==> config.mk <==
export PLATFORM = sky130hd
export DESIGN_NAME = id_exe_forward_reg
export DESIGN_NICKNAME = d
export VERILOG_FILES = /design/src/rtl/id_exe_forward_reg.sv
export SDC_FILE = /design/constraint.sdc
export NUM_CORES = 1
export LEC_CHECK = 0
export BUFFER_PORTS_ARGS = -buffer_cell sky130_fd_sc_hd__buf_2
export CORE_ASPECT_RATIO = 2
export CORE_MARGIN = 2
export CORE_UTILIZATION = 47
export DETAILED_ROUTE_END_ITERATION = 8
export PLACE_DENSITY = 0.91
export SLEW_MARGIN = 20
export SYNTH_ARGS = -nofsm -noshare
export SYNTH_HDL_FRONTEND = slang
export SYNTH_SLANG_ARGS = --single-unit
==> constraint.sdc <==
create_clock -name clk -period 2.6 [get_ports clk]
set_input_delay 0.26 -clock clk [delete_from_list [all_inputs] [get_ports clk]]
set_output_delay 0.26 -clock clk [all_outputs]
set_load 0.1 [all_outputs]
==> src/rtl/id_exe_forward_reg.sv <==
// ID/EXE pipeline register with load-use / RAW stall generation and
// registered forwarding selects for the EXE-stage operand muxes.
module id_exe_forward_reg #(
  parameter bit FORWARD_EN = 1'b1
) (
  input  logic        clk,
  input  logic        rst,
  input  logic        flush,
  input  logic        id_valid,
  input  logic [4:0]  id_src1,
  input  logic [4:0]  id_src2,
  input  logic        id_uses_src2,
  input  logic [31:0] id_val1,
  input  logic [31:0] id_val2,
  input  logic [31:0] id_imm,
  input  logic        id_imm_sel,
  input  logic [4:0]  id_dest,
  input  logic        id_wb_en,
  input  logic        id_mem_read,
  input  logic        id_mem_write,
  input  logic [4:0]  mem_dest,
  input  logic        mem_wb_en,
  output logic        exe_valid,
  output logic        exe_imm_sel,
  output logic        exe_wb_en,
  output logic        exe_mem_read,
  output logic        exe_mem_write,
  output logic [31:0] exe_val1,
  output logic [31:0] exe_val2,
  output logic [31:0] exe_imm,
  output logic [4:0]  exe_dest,
  output logic [1:0]  exe_fwd_sel1,
  output logic [1:0]  exe_fwd_sel2,
  output logic        stall,
  output logic [15:0] stall_count
);

  localparam int unsigned REG_W  = 5;
  localparam int unsigned SEL_W  = 2;
  localparam int unsigned CNT_W  = 16;
  localparam logic [SEL_W-1:0] SEL_RF  = 2'b00;
  localparam logic [SEL_W-1:0] SEL_MEM = 2'b01;
  localparam logic [SEL_W-1:0] SEL_WB  = 2'b10;

  logic             src1_exe;
  logic             src2_exe;
  logic             src1_mem;
  logic             src2_mem;
  logic             hazard;
  logic             bubble;
  logic [SEL_W-1:0] sel1_next;
  logic [SEL_W-1:0] sel2_next;

  // Register 0 never matches; src2 only counts when it is actually read.
  always_comb begin
    src1_exe = (id_src1 != REG_W'(0)) && exe_valid && exe_wb_en && (id_src1 == exe_dest);
    src2_exe = id_uses_src2 && (id_src2 != REG_W'(0)) && exe_valid && exe_wb_en &&
               (id_src2 == exe_dest);
    src1_mem = (id_src1 != REG_W'(0)) && mem_wb_en && (id_src1 == mem_dest);
    src2_mem = id_uses_src2 && (id_src2 != REG_W'(0)) && mem_wb_en && (id_src2 == mem_dest);
  end

  // With forwarding only a load in EXE cannot be bypassed; without it every RAW waits.
  always_comb begin
    hazard    = 1'b0;
    sel1_next = SEL_RF;
    sel2_next = SEL_RF;
    if (FORWARD_EN) begin
      hazard = exe_mem_read && (src1_exe || src2_exe);
      if (src1_exe)      sel1_next = SEL_MEM;
      else if (src1_mem) sel1_next = SEL_WB;
      if (src2_exe)      sel2_next = SEL_MEM;
      else if (src2_mem) sel2_next = SEL_WB;
    end else begin
      hazard = src1_exe || src2_exe || src1_mem || src2_mem;
    end
  end

  // Gated by rst so nothing is asserted while the pipeline is held in reset.
  assign stall  = rst && id_valid && hazard && !flush;
  assign bubble = flush || stall;

  always_ff @(posedge clk or negedge rst) begin
    if (!rst) begin
      exe_valid     <= 1'b0;
      exe_imm_sel   <= 1'b0;
      exe_wb_en     <= 1'b0;
      exe_mem_read  <= 1'b0;
      exe_mem_write <= 1'b0;
      exe_val1      <= '0;
      exe_val2      <= '0;
      exe_imm       <= '0;
      exe_dest      <= '0;
      exe_fwd_sel1  <= SEL_RF;
      exe_fwd_sel2  <= SEL_RF;
    end else if (bubble) begin
      exe_valid     <= 1'b0;
      exe_wb_en     <= 1'b0;
      exe_mem_read  <= 1'b0;
      exe_mem_write <= 1'b0;
      exe_fwd_sel1  <= SEL_RF;
      exe_fwd_sel2  <= SEL_RF;
    end else begin
      exe_valid     <= id_valid;
      exe_imm_sel   <= id_imm_sel && id_valid;
      exe_wb_en     <= id_wb_en && id_valid;
      exe_mem_read  <= id_mem_read && id_valid;
      exe_mem_write <= id_mem_write && id_valid;
      exe_val1      <= id_val1;
      exe_val2      <= id_val2;
      exe_imm       <= id_imm;
      exe_dest      <= id_dest;
      exe_fwd_sel1  <= sel1_next;
      exe_fwd_sel2  <= sel2_next;
    end
  end

  // Saturating stall-cycle counter.
  always_ff @(posedge clk or negedge rst) begin
    if (!rst) begin
      stall_count <= '0;
    end else if (stall && (stall_count != {CNT_W{1'b1}})) begin
      stall_count <= stall_count + CNT_W'(1);
    end
  end

endmodule

==> results_dict.tcl, run 1 <==
set metrics [dict create \
    power_switching_mw 2.48 \
    ys_types 33 \
    core_area_sq_mm 0.0116 \
    finalSetupViolations 0 \
    seq_area_frac_synth_pct 56.6 \
    drv_slew 0 \
    leakage_nw 3.96 \
    path_delay_family "simple AND/OR/NAND/NOR gates" \
    intPower_mw 4.09 \
    place_area_sq_mm 0.00697 \
    fmax_mhz 395 \
    clock_latency_ns 0.40 \
    vias 3972 \
    synth_top_family_by_area "multiplexers" \
    avgSynthCellArea_sq_um 15.8 \
    syn2layout_area_growth_pct 37.8 \
    skew_ns 0.00806 \
    r2r_setup_slack_ns 0.11 \
    ys_seq_elements 126 \
    synth_compound_area_share_pct 1.17 \
    die_y_um 158 \
    synth_xor_area_share_pct 5.35 \
    die-area_sq_mm 0.0128 \
    cts.sinks 126 \
    share_comb_of_total_power_pct 29.4 \
    clock_path_buffers 2 \
    cap_viol_max_count 0 \
    cp-start-kind "register" \
    fin_crit_sh_pct 97.4 \
    criticalPathCategory "reg -> out" \
    ff_latch_area_sq_mm 0.00316 \
    fillers 887 \
    cts-root-buf "clkbuf_16" \
    grt.overflow.total 0 \
    cp_num_buf_inv 1 \
    multiInputGateArea_sq_mm 0.00226 \
    cp-end-kind "primary output" \
    syn-num-nets 479 \
    drive_above_1_share_pct 65.6 \
    die_width_um 81.0 \
    htreeDepth 4 \
    fin_area_sq_mm 0.00767 \
    worstMarginPinSlew_ns 0.954 \
    drtAntennaViolNets 0 \
    grt_usage_pct 22.4 \
    viasPerCell 5.06 \
    dr.pass1.iters 4 \
    post-route-util_pct 66.0 \
    hpwlAfterDp_um 10800 \
    drt_iter0_drc 151 \
    numCtsBuffers 17 \
    cp_slowest_cell "or4_4" \
    sw_frac_of_total_pct 37.8 \
    synthesis.area_sq_mm 0.00557 \
    synth_mux_area_share_pct 26.3 \
    critical_path.max_fanout 5 \
    grt_pass1_vias 4376 \
    worstPathArrival_ns 2.27 \
    drc_errors 0 \
    grt_max_degree 77 \
    hold_viol 0 \
    start_util_pct 47.9 \
    mostFrequentLayoutCell "buf_2" \
    power_frac_seq_pct 33.9 \
    synthCells 352 \
    io_pins 253 \
    cts.hold.buffers_added 0 \
    worstPathRequired_ns 2.34 \
    place.gp.congestion 0.895 \
    mostFrequentLayoutCells "buf_2 (250), dfrtp_1 (120), mux2_4 (79)" \
    ir_worst_vdd_mv 0.646 \
    place.port_buffers 252 \
    slew_headroom_pct 36.4 \
    fin_nets 754 \
    cp_cell_sequence "xnor2_2 > nand4_1 > or4_4 > nand2_8 > and2_4 > buf_12" \
    crit_path_max_incr_delay_ns 0.65 \
    clkTransAtPathRegs_ns 0.06 \
    cts_tree "built" \
    synthAdderAreaFrac_pct 0.225 \
    status "finished, final reports clean" \
    powerDensity_mw_per_mm2 858 \
    yosys.area_share.simple_pct 6.65 \
    grt_first_pass_wirelength_um 21600 \
    clockPowerShare_pct 36.7 \
    grt_antenna_before_repair 0 \
    rows 56 \
    hold_ws_ns 0.0248 \
    wl_um 14100 \
    n_antenna_cell 0 \
    min_path_type "in -> async" \
    detail_route.wl_per_cell_um 18.0 \
    fin_crit_ns 2.53 \
    ys_warn_count 0 \
]
## cell families (layout without fill, tap and decap cells)
kind of cell | after synthesis | count (layout)
muxes | 104 | 104
buffers and inverters | 14 | 302
adders and majority gates | 1 | 1
DFF | 126 | 126
xor gates and xnor gates | 34 | 34
AOI/OAI and AO/OA | 7 | 7
and+or+nand+nor | 66 | 66
## state kept, by name (all words and copies together) (netlist names)
signal         flops
exe_fwd_sel1       2
exe_valid          1
exe_val1          32
exe_mem_read       1
stall_count       16
exe_mem_write      1
exe_dest           5
exe_imm           32
exe_wb_en          1
exe_val2          32
exe_fwd_sel2       2
exe_imm_sel        1
## stage by stage
stage | setup TNS (ns) | std cells | power (mW) | setup slack, ns
CTS | 0 | 780 | 6.63 | 0.0474
floorplan | 0 | 352 | 3.79 | 0.0245
global placement | 0 | 747 | 4.15 | 0.199
detailed placement | 0 | 747 | 4.18 | 0.110
finish | 0 | 785 | 6.58 | 0.0680
global route | -0.00281 | 785 | 6.81 | -0.00281
## worst reg2reg max path: stages (launching register included)
cell and delay, ns:
dfrtp_2 0.44, xnor2_2 0.17, nand4_1 0.17, or4_4 0.65, a21oi_4 0.22, nor2_4 0.07, buf_12 0.17, buf_12 0.18
mux2_4 0.31
## repair_timing
action,CTS,global route
endpoints found under the setup margin,1,1
gates resized for setup,2,6
pin swaps,1,4
buffers inserted,1,5
## Yosys cell counts, drive strengths merged
cell type,instances,share of area [%]
a21oi,2,0.38
o2111a,1,0.20
ha,1,0.22
or3,1,0.11
or4,2,0.34
mux2i,1,0.18
dfrtp,126,57
nand4b,2,0.31
nand4,10,1.1
inv,1,0.067
nand3,8,0.72
and2,5,0.56
nor4,5,0.56
nand2,11,0.74
clkbuf,1,0.067
nor3b,2,0.27
mux2,103,26
buf,12,3.5
xor2,14,2.2
xnor2,20,3.1
a21boi,1,0.20
nor2,9,0.74
o311a,1,0.18
nor3,3,0.27
o21ai,1,0.090
or2,1,0.11
a31oi,1,0.11
and3,7,0.79
## layout make-up
| cell class | instances | area share (%) |
|---|---|---|
| repair buffers | 269 | 19.0 |
| clock buffers | 18 | 5.59 |
| flip-flops and latches | 126 | 41.2 |
| inverters | 1 | 0.0489 |
| multi-input cells | 212 | 29.5 |
| clock inverters | 14 | 2.35 |
| well taps | 145 | 2.36 |
## final timing paths
check,depth (start not counted),to,from
setup / recovery,6,stall,exe_dest[1]
hold / removal,2,exe_dest[2],rst
setup reg to reg,8,exe_val2[4],exe_dest[1]
hold reg to reg,1,stall_count[15],stall_count[15]
max in group asynchronous,2,exe_wb_en,rst
min in group clk,2,exe_wb_en,id_wb_en
## power groups by stage
stage          clock network [mW]  registers, mW  logic, mW
2_1_floorplan                   0           3.44      0.347
3_3_place_gp                    0           2.25       1.90
3_5_place_dp                    0           2.26       1.93
4_1_cts                      2.48           2.23       1.93
5_1_grt                      2.57           2.24       2.00
6_report                     2.42           2.23       1.94
## metal layers
layer	routed length (um)	share of wire (%)	track usage [%]	up-vias
met2	7700	55	39.9	198
met3	911	6.5	5.53	37
met5	0	0	0	-
li1	-	-	-	1796
met1	5000	35	23.7	1941
met4	498	3.5	11.5	0
Power figures use the tool's default switching activity.
==> run 2: changes to the inputs <==
- PLACE_DENSITY: 0.91 -> 0.84
==> run 2 against run 1 <==
Critical path depth rose by 3. Global-route usage down 0.20 points. First-iteration DRC count shrank 9.9%. Setup slack worse by 0.0080 ns. Largest cell class unchanged.
==> results_dict.tcl, run 2 (same netlist as run 1, synthesis figures left out) <==
set metrics [dict create \
    drtAntennaViolNets 0 \
    grt_max_degree 56 \
    wl_um 14000 \
    status "finished, final reports clean" \
    powerDensity_mw_per_mm2 845 \
    io_pins 253 \
    cts-root-buf "clkbuf_16" \
    drt_iter0_drc 136 \
    n_antenna_cell 0 \
    htreeDepth 4 \
    numCtsBuffers 17 \
    fin_nets 755 \
    syn2layout_area_growth_pct 36.9 \
    placed_cells 747 \
    cp_cell_sequence "xnor2_2 > nand4_1 > or4_4 > buf_12 > a21oi_4 > nor2_4 > buf_12 > buf_12 > mux2_4" \
    crit_top_cell "buf_12" \
    core_area_sq_mm 0.0116 \
    place.port_buffers 252 \
    fin_crit_ns 2.54 \
    power_frac_seq_pct 34.6 \
    cap_viol_max_count 0 \
    die_width_um 81.0 \
    path_delay_family "simple AND/OR/NAND/NOR gates" \
    clockPowerShare_pct 35.4 \
    grt_first_pass_wirelength_um 21100 \
    share_comb_of_total_power_pct 30.0 \
    rows 56 \
    intPower_mw 3.97 \
    dr.pass1.iters 4 \
    clock_latency_ns 0.41 \
    reg_top3 "exe_imm x32, exe_val1 x32, exe_val2 x32" \
    clkTransAtPathRegs_ns 0.06 \
    skew_ns 0.0157 \
    die-area_sq_mm 0.0128 \
    worstMarginPinSlew_ns 0.696 \
    critical_path.max_fanout 27 \
    final_cells 785 \
    place.gp.congestion 0.836 \
    cp-start-kind "register" \
    cp_slowest_cell "or4_4" \
    cts_tree "built" \
    sw_frac_of_total_pct 38.3 \
    worstPathRequired_ns 2.88 \
    drv_slew 0 \
    cp_num_buf_inv 3 \
    worstPathArrival_ns 2.82 \
    min_path_type "in -> reg" \
    start_util_pct 47.9 \
    cts.sinks 126 \
    criticalPathCategory "reg -> reg" \
    viasPerCell 5.05 \
    slew_headroom_pct 53.6 \
    hold_ws_ns 0.0532 \
    fmax_mhz 394 \
    crit_path_max_incr_delay_ns 0.56 \
    fin_setup_tns_ns 0 \
    fin_crit_sh_pct 97.7 \
    power_switching_mw 2.47 \
    vias 3964 \
    grt_usage_pct 22.2 \
    detail_route.wl_per_cell_um 17.9 \
    hold_viol 0 \
    grt.overflow.total 0 \
    clock_path_buffers 2 \
    ir_worst_vdd_mv 0.583 \
    drive_above_1_share_pct 65.3 \
    cp-end-kind "register" \
    mostFrequentLayoutCells "buf_2 (250), dfrtp_1 (120), mux2_4 (79)" \
    grt_antenna_before_repair 0 \
    grt_pass1_vias 4249 \
    fillers 896 \
    mostFrequentLayoutCell "buf_2" \
    post-route-util_pct 65.5 \
    power.total_mw 6.44 \
    drc_errors 0 \
    hpwlAfterDp_um 10500 \
    leakage_nw 3.93 \
    finalSetupViolations 0 \
    die_y_um 158 \
]
-- run 2: cell count changes in the layout (fill, tap and decap cells not counted) --
cell,before,now
nand2_8,1,0
dlygate4sd3_1,0,1
bufinv_16,3,2
xnor2_1,16,18
nand2_4,0,1
clkinv_2,1,4
inv_6,6,2
clkbuf_1,1,0
xnor2_2,4,2
clkinvlp_4,2,4
-- run 2: area by class of cell --
class	count	area, sq um	share of cell area (%)
Sequential cell	126	3160	41.5
Clock buffer	17	425	5.58
Clock inverter	14	145	1.90
Timing Repair Buffer	270	1470	19.2
Tap cell	145	181	2.38
Inverter	1	3.75	0.0493
Multi-Input combinational cell	212	2240	29.4
-- run 2: worst paths after layout --
kind	from	to	slack (ns)	cells after the start
setup / recovery	exe_dest[3]	exe_val2[6]	0.06	9
hold / removal	id_wb_en	exe_wb_en	0.05	2
setup reg to reg	exe_dest[3]	exe_val2[6]	0.06	9
hold reg to reg	stall_count[9]	stall_count[9]	0.49	1
max in group asynchronous	rst	exe_dest[2]	0.92	4
min in group asynchronous	rst	exe_mem_read	0.43	3
-- run 2: power groups by stage --
stage          clock network [mW]  logic [mW]  registers (mW)
3_5_place_dp                    0        1.92            2.26
4_1_cts                      2.32        1.93            2.23
6_report                     2.28        1.93            2.23
2_1_floorplan                   0       0.347            3.44
3_3_place_gp                    0        1.90            2.25
5_1_grt                      2.43        1.99            2.24
-- run 2: repair_timing --
item,4_1_cts,5_1_grt
setup buffers,1,5
gates resized for setup,4,1
hold endpoints to repair,71,0
pin swaps,2,3
setup endpoints to repair,1,41
hold buffers,1,0
-- run 2: per-stage QoR --
step	area, sq um	worst slack, ns
after floorplan	5580	0.0245
after global placement	6960	0.171
after detailed placement	6960	0.0925
after CTS	7570	0.00700
after global routing	7620	-0.000495
final	7620	0.0600
-- run 2: layer usage --
| layer | global-route usage [%] | vias to the layer above | wire [um] |
|---|---|---|---|
| met2 | 40.3 | 186 | 7820 |
| met1 | 23.0 | 1954 | 4960 |
| met5 | 0 | - | 0 |
| met3 | 5.53 | 30 | 793 |
| met4 | 11.0 | 0 | 452 |
| li1 | - | 1794 | - |
==> run 3: changes to the inputs <==
- PLACE_DENSITY: 0.84 -> not set
- PLACE_DENSITY_LB_ADDON: not set -> 0.25
- REMOVE_ABC_BUFFERS: not set -> 1
==> run 3 against run 2 <==
Critical path depth is 3 lower. Cell count is 0.89% lower. First-iteration DRC count is 43% lower. Non-clock buffer count is 9 lower. Via count is 1.5% lower. Sequential share of layout area is 0.46 points higher. Worst hold slack hardly changed. Sequential power hardly changed. Maximum frequency is 1.1% higher. Global-route usage is 0.41 points lower. Critical endpoint is now stall. Largest cell class unchanged. Largest power group unchanged. Highest routed layer unchanged.
==> results_dict.tcl, run 3 (same netlist as run 1, synthesis figures left out) <==
set metrics [dict create \
    numCtsBuffers 17 \
    worstPathRequired_ns 2.34 \
    hold_viol 0 \
    core_area_sq_mm 0.0116 \
    cp-start-kind "register" \
    ff_latch_area_sq_mm 0.00315 \
    clkTransAtPathRegs_ns 0.06 \
    drt_iter0_drc 77 \
    cp-end-kind "primary output" \
    clock_path_buffers 2 \
    grt.overflow.total 0 \
    start_util_pct 47.9 \
    io_pins 253 \
    place.port_buffers 252 \
    finalSetupViolations 0 \
    fin_crit_ns 2.51 \
    status "finished, final reports clean" \
    cts_tree "built" \
    fin_nets 746 \
    cts.sinks 126 \
    drtAntennaViolNets 0 \
    fillers 942 \
    viasPerCell 5.02 \
    skew_ns 0.0114 \
    slew_headroom_pct 48.0 \
    drive_above_1_share_pct 63.8 \
    grt_usage_pct 21.7 \
    die_y_um 158 \
    reg_top3 "exe_imm x32, exe_val1 x32, exe_val2 x32" \
    wl_um 13900 \
    rows 56 \
    multiInputGateArea_sq_mm 0.00222 \
    drc_errors 0 \
    detail_route.wl_per_cell_um 17.8 \
    drv_slew 0 \
    syn2layout_area_growth_pct 35.1 \
    leakage_nw 3.88 \
    cts-root-buf "clkbuf_16" \
    mostFrequentLayoutCells "buf_2 (250), dfrtp_1 (125), mux2_4 (79)" \
    grt_first_pass_wirelength_um 20800 \
    min_path_type "in -> reg" \
    criticalPathCategory "reg -> out" \
    power.total_mw 6.40 \
    worstMarginPinSlew_ns 0.780 \
    hpwlAfterDp_um 10300 \
    htreeDepth 4 \
    place.gp.congestion 0.819 \
    grt_antenna_before_repair 1 \
    clock_latency_ns 0.41 \
    grt_pass1_vias 4156 \
    die-area_sq_mm 0.0128 \
    hold_ws_ns 0.0535 \
    powerDensity_mw_per_mm2 851 \
    fmax_mhz 398 \
    grt_max_degree 63 \
    mostFrequentLayoutCell "buf_2" \
    die_width_um 81.0 \
    ir_worst_vdd_mv 0.543 \
    vias 3903 \
    final_cells 778 \
    placed_cells 743 \
    fin_area_sq_mm 0.00752 \
    rsz0062_at_grt "no" \
    fin_crit_sh_pct 96.7 \
    cap_viol_max_count 0 \
    place_area_sq_mm 0.00692 \
    critical_path.max_fanout 8 \
    worstPathArrival_ns 2.25 \
    dr.pass1.iters 4 \
]
## run 3: changes by cell type in the layout (fill, tap and decap cells not counted)
cell,delta
buf_4,-8
xnor2_2,-2
xnor2_1,+2
clkinv_2,-2
inv_6,+3
buf_12,-1
dfrtp_2,-5
dfrtp_1,+5
bufinv_16,-1
clkinv_4,+1
clkbuf_8,+1
clkinvlp_4,-1
diode_2,+1
## run 3: final cells by class
cell class / count / area share [%]
multi-input combinational: 212 / 29.5
tap: 145 / 2.41
sequential: 126 / 41.9
antenna: 1 / 0.0333
clock buffer: 18 / 5.84
timing repair buffer: 261 / 18.4
clock inverter: 14 / 1.76
inverter: 1 / 0.0499
## run 3: critical path, stage by stage (launching register included)
cell	delay [ns]
dfrtp_1	0.43
xnor2_1	0.20
nand4_1	0.15
or4_4	0.56
nand2_4	0.15
and2_4	0.17
buf_12	0.17
## run 3: worst paths after layout
check,from,cells after the start,endpoint,slack [ns]
worst max-delay path,exe_dest[3],6,stall,0.09
worst min-delay path,id_mem_read,2,exe_mem_read,0.05
worst max register to register,exe_dest[1],8,exe_val1[30],0.20
worst min register to register,stall_count[6],1,stall_count[6],0.50
max in group asynchronous,rst,4,exe_val1[6],0.98
min in group asynchronous,rst,2,exe_dest[3],0.20
## run 3: power breakdown
part / total (mW) / switching [mW] / internal, mW
Combinational: 1.91 / 1.48 / 0.424
Sequential: 2.22 / 0.0973 / 2.12
Clock: 2.27 / 0.917 / 1.35
## run 3: per-stage QoR
step	setup WS, ns	TNS [ns]	util (%)
2_1_floorplan	-1.68	-163.98	-
3_3_place_gp	0.194	0	59.5
3_5_place_dp	0.136	0	59.5
4_1_cts	0.0116	0	64.6
5_1_grt	0.00920	0	64.7
6_report	0.0866	0	64.7
## run 3: timing repair
action | 4_1_cts | 5_1_grt
hold buffers | 1 | 0
resized for setup | 2 | 2
hold endpoints to repair | 61 | 0
endpoints found under the setup margin | 1 | 1
pin swaps | 2 | 0
setup buffers | 1 | 0
## run 3: per-layer routing
metal | GRT usage [%] | vias to the layer above | routed length, um
li1 | - | 1783 | -
met3 | 6.78 | 36 | 943
met1 | 22.6 | 1913 | 4820
met5 | 0 | - | 0
met4 | 11.4 | 0 | 540
met2 | 38.2 | 171 | 7570
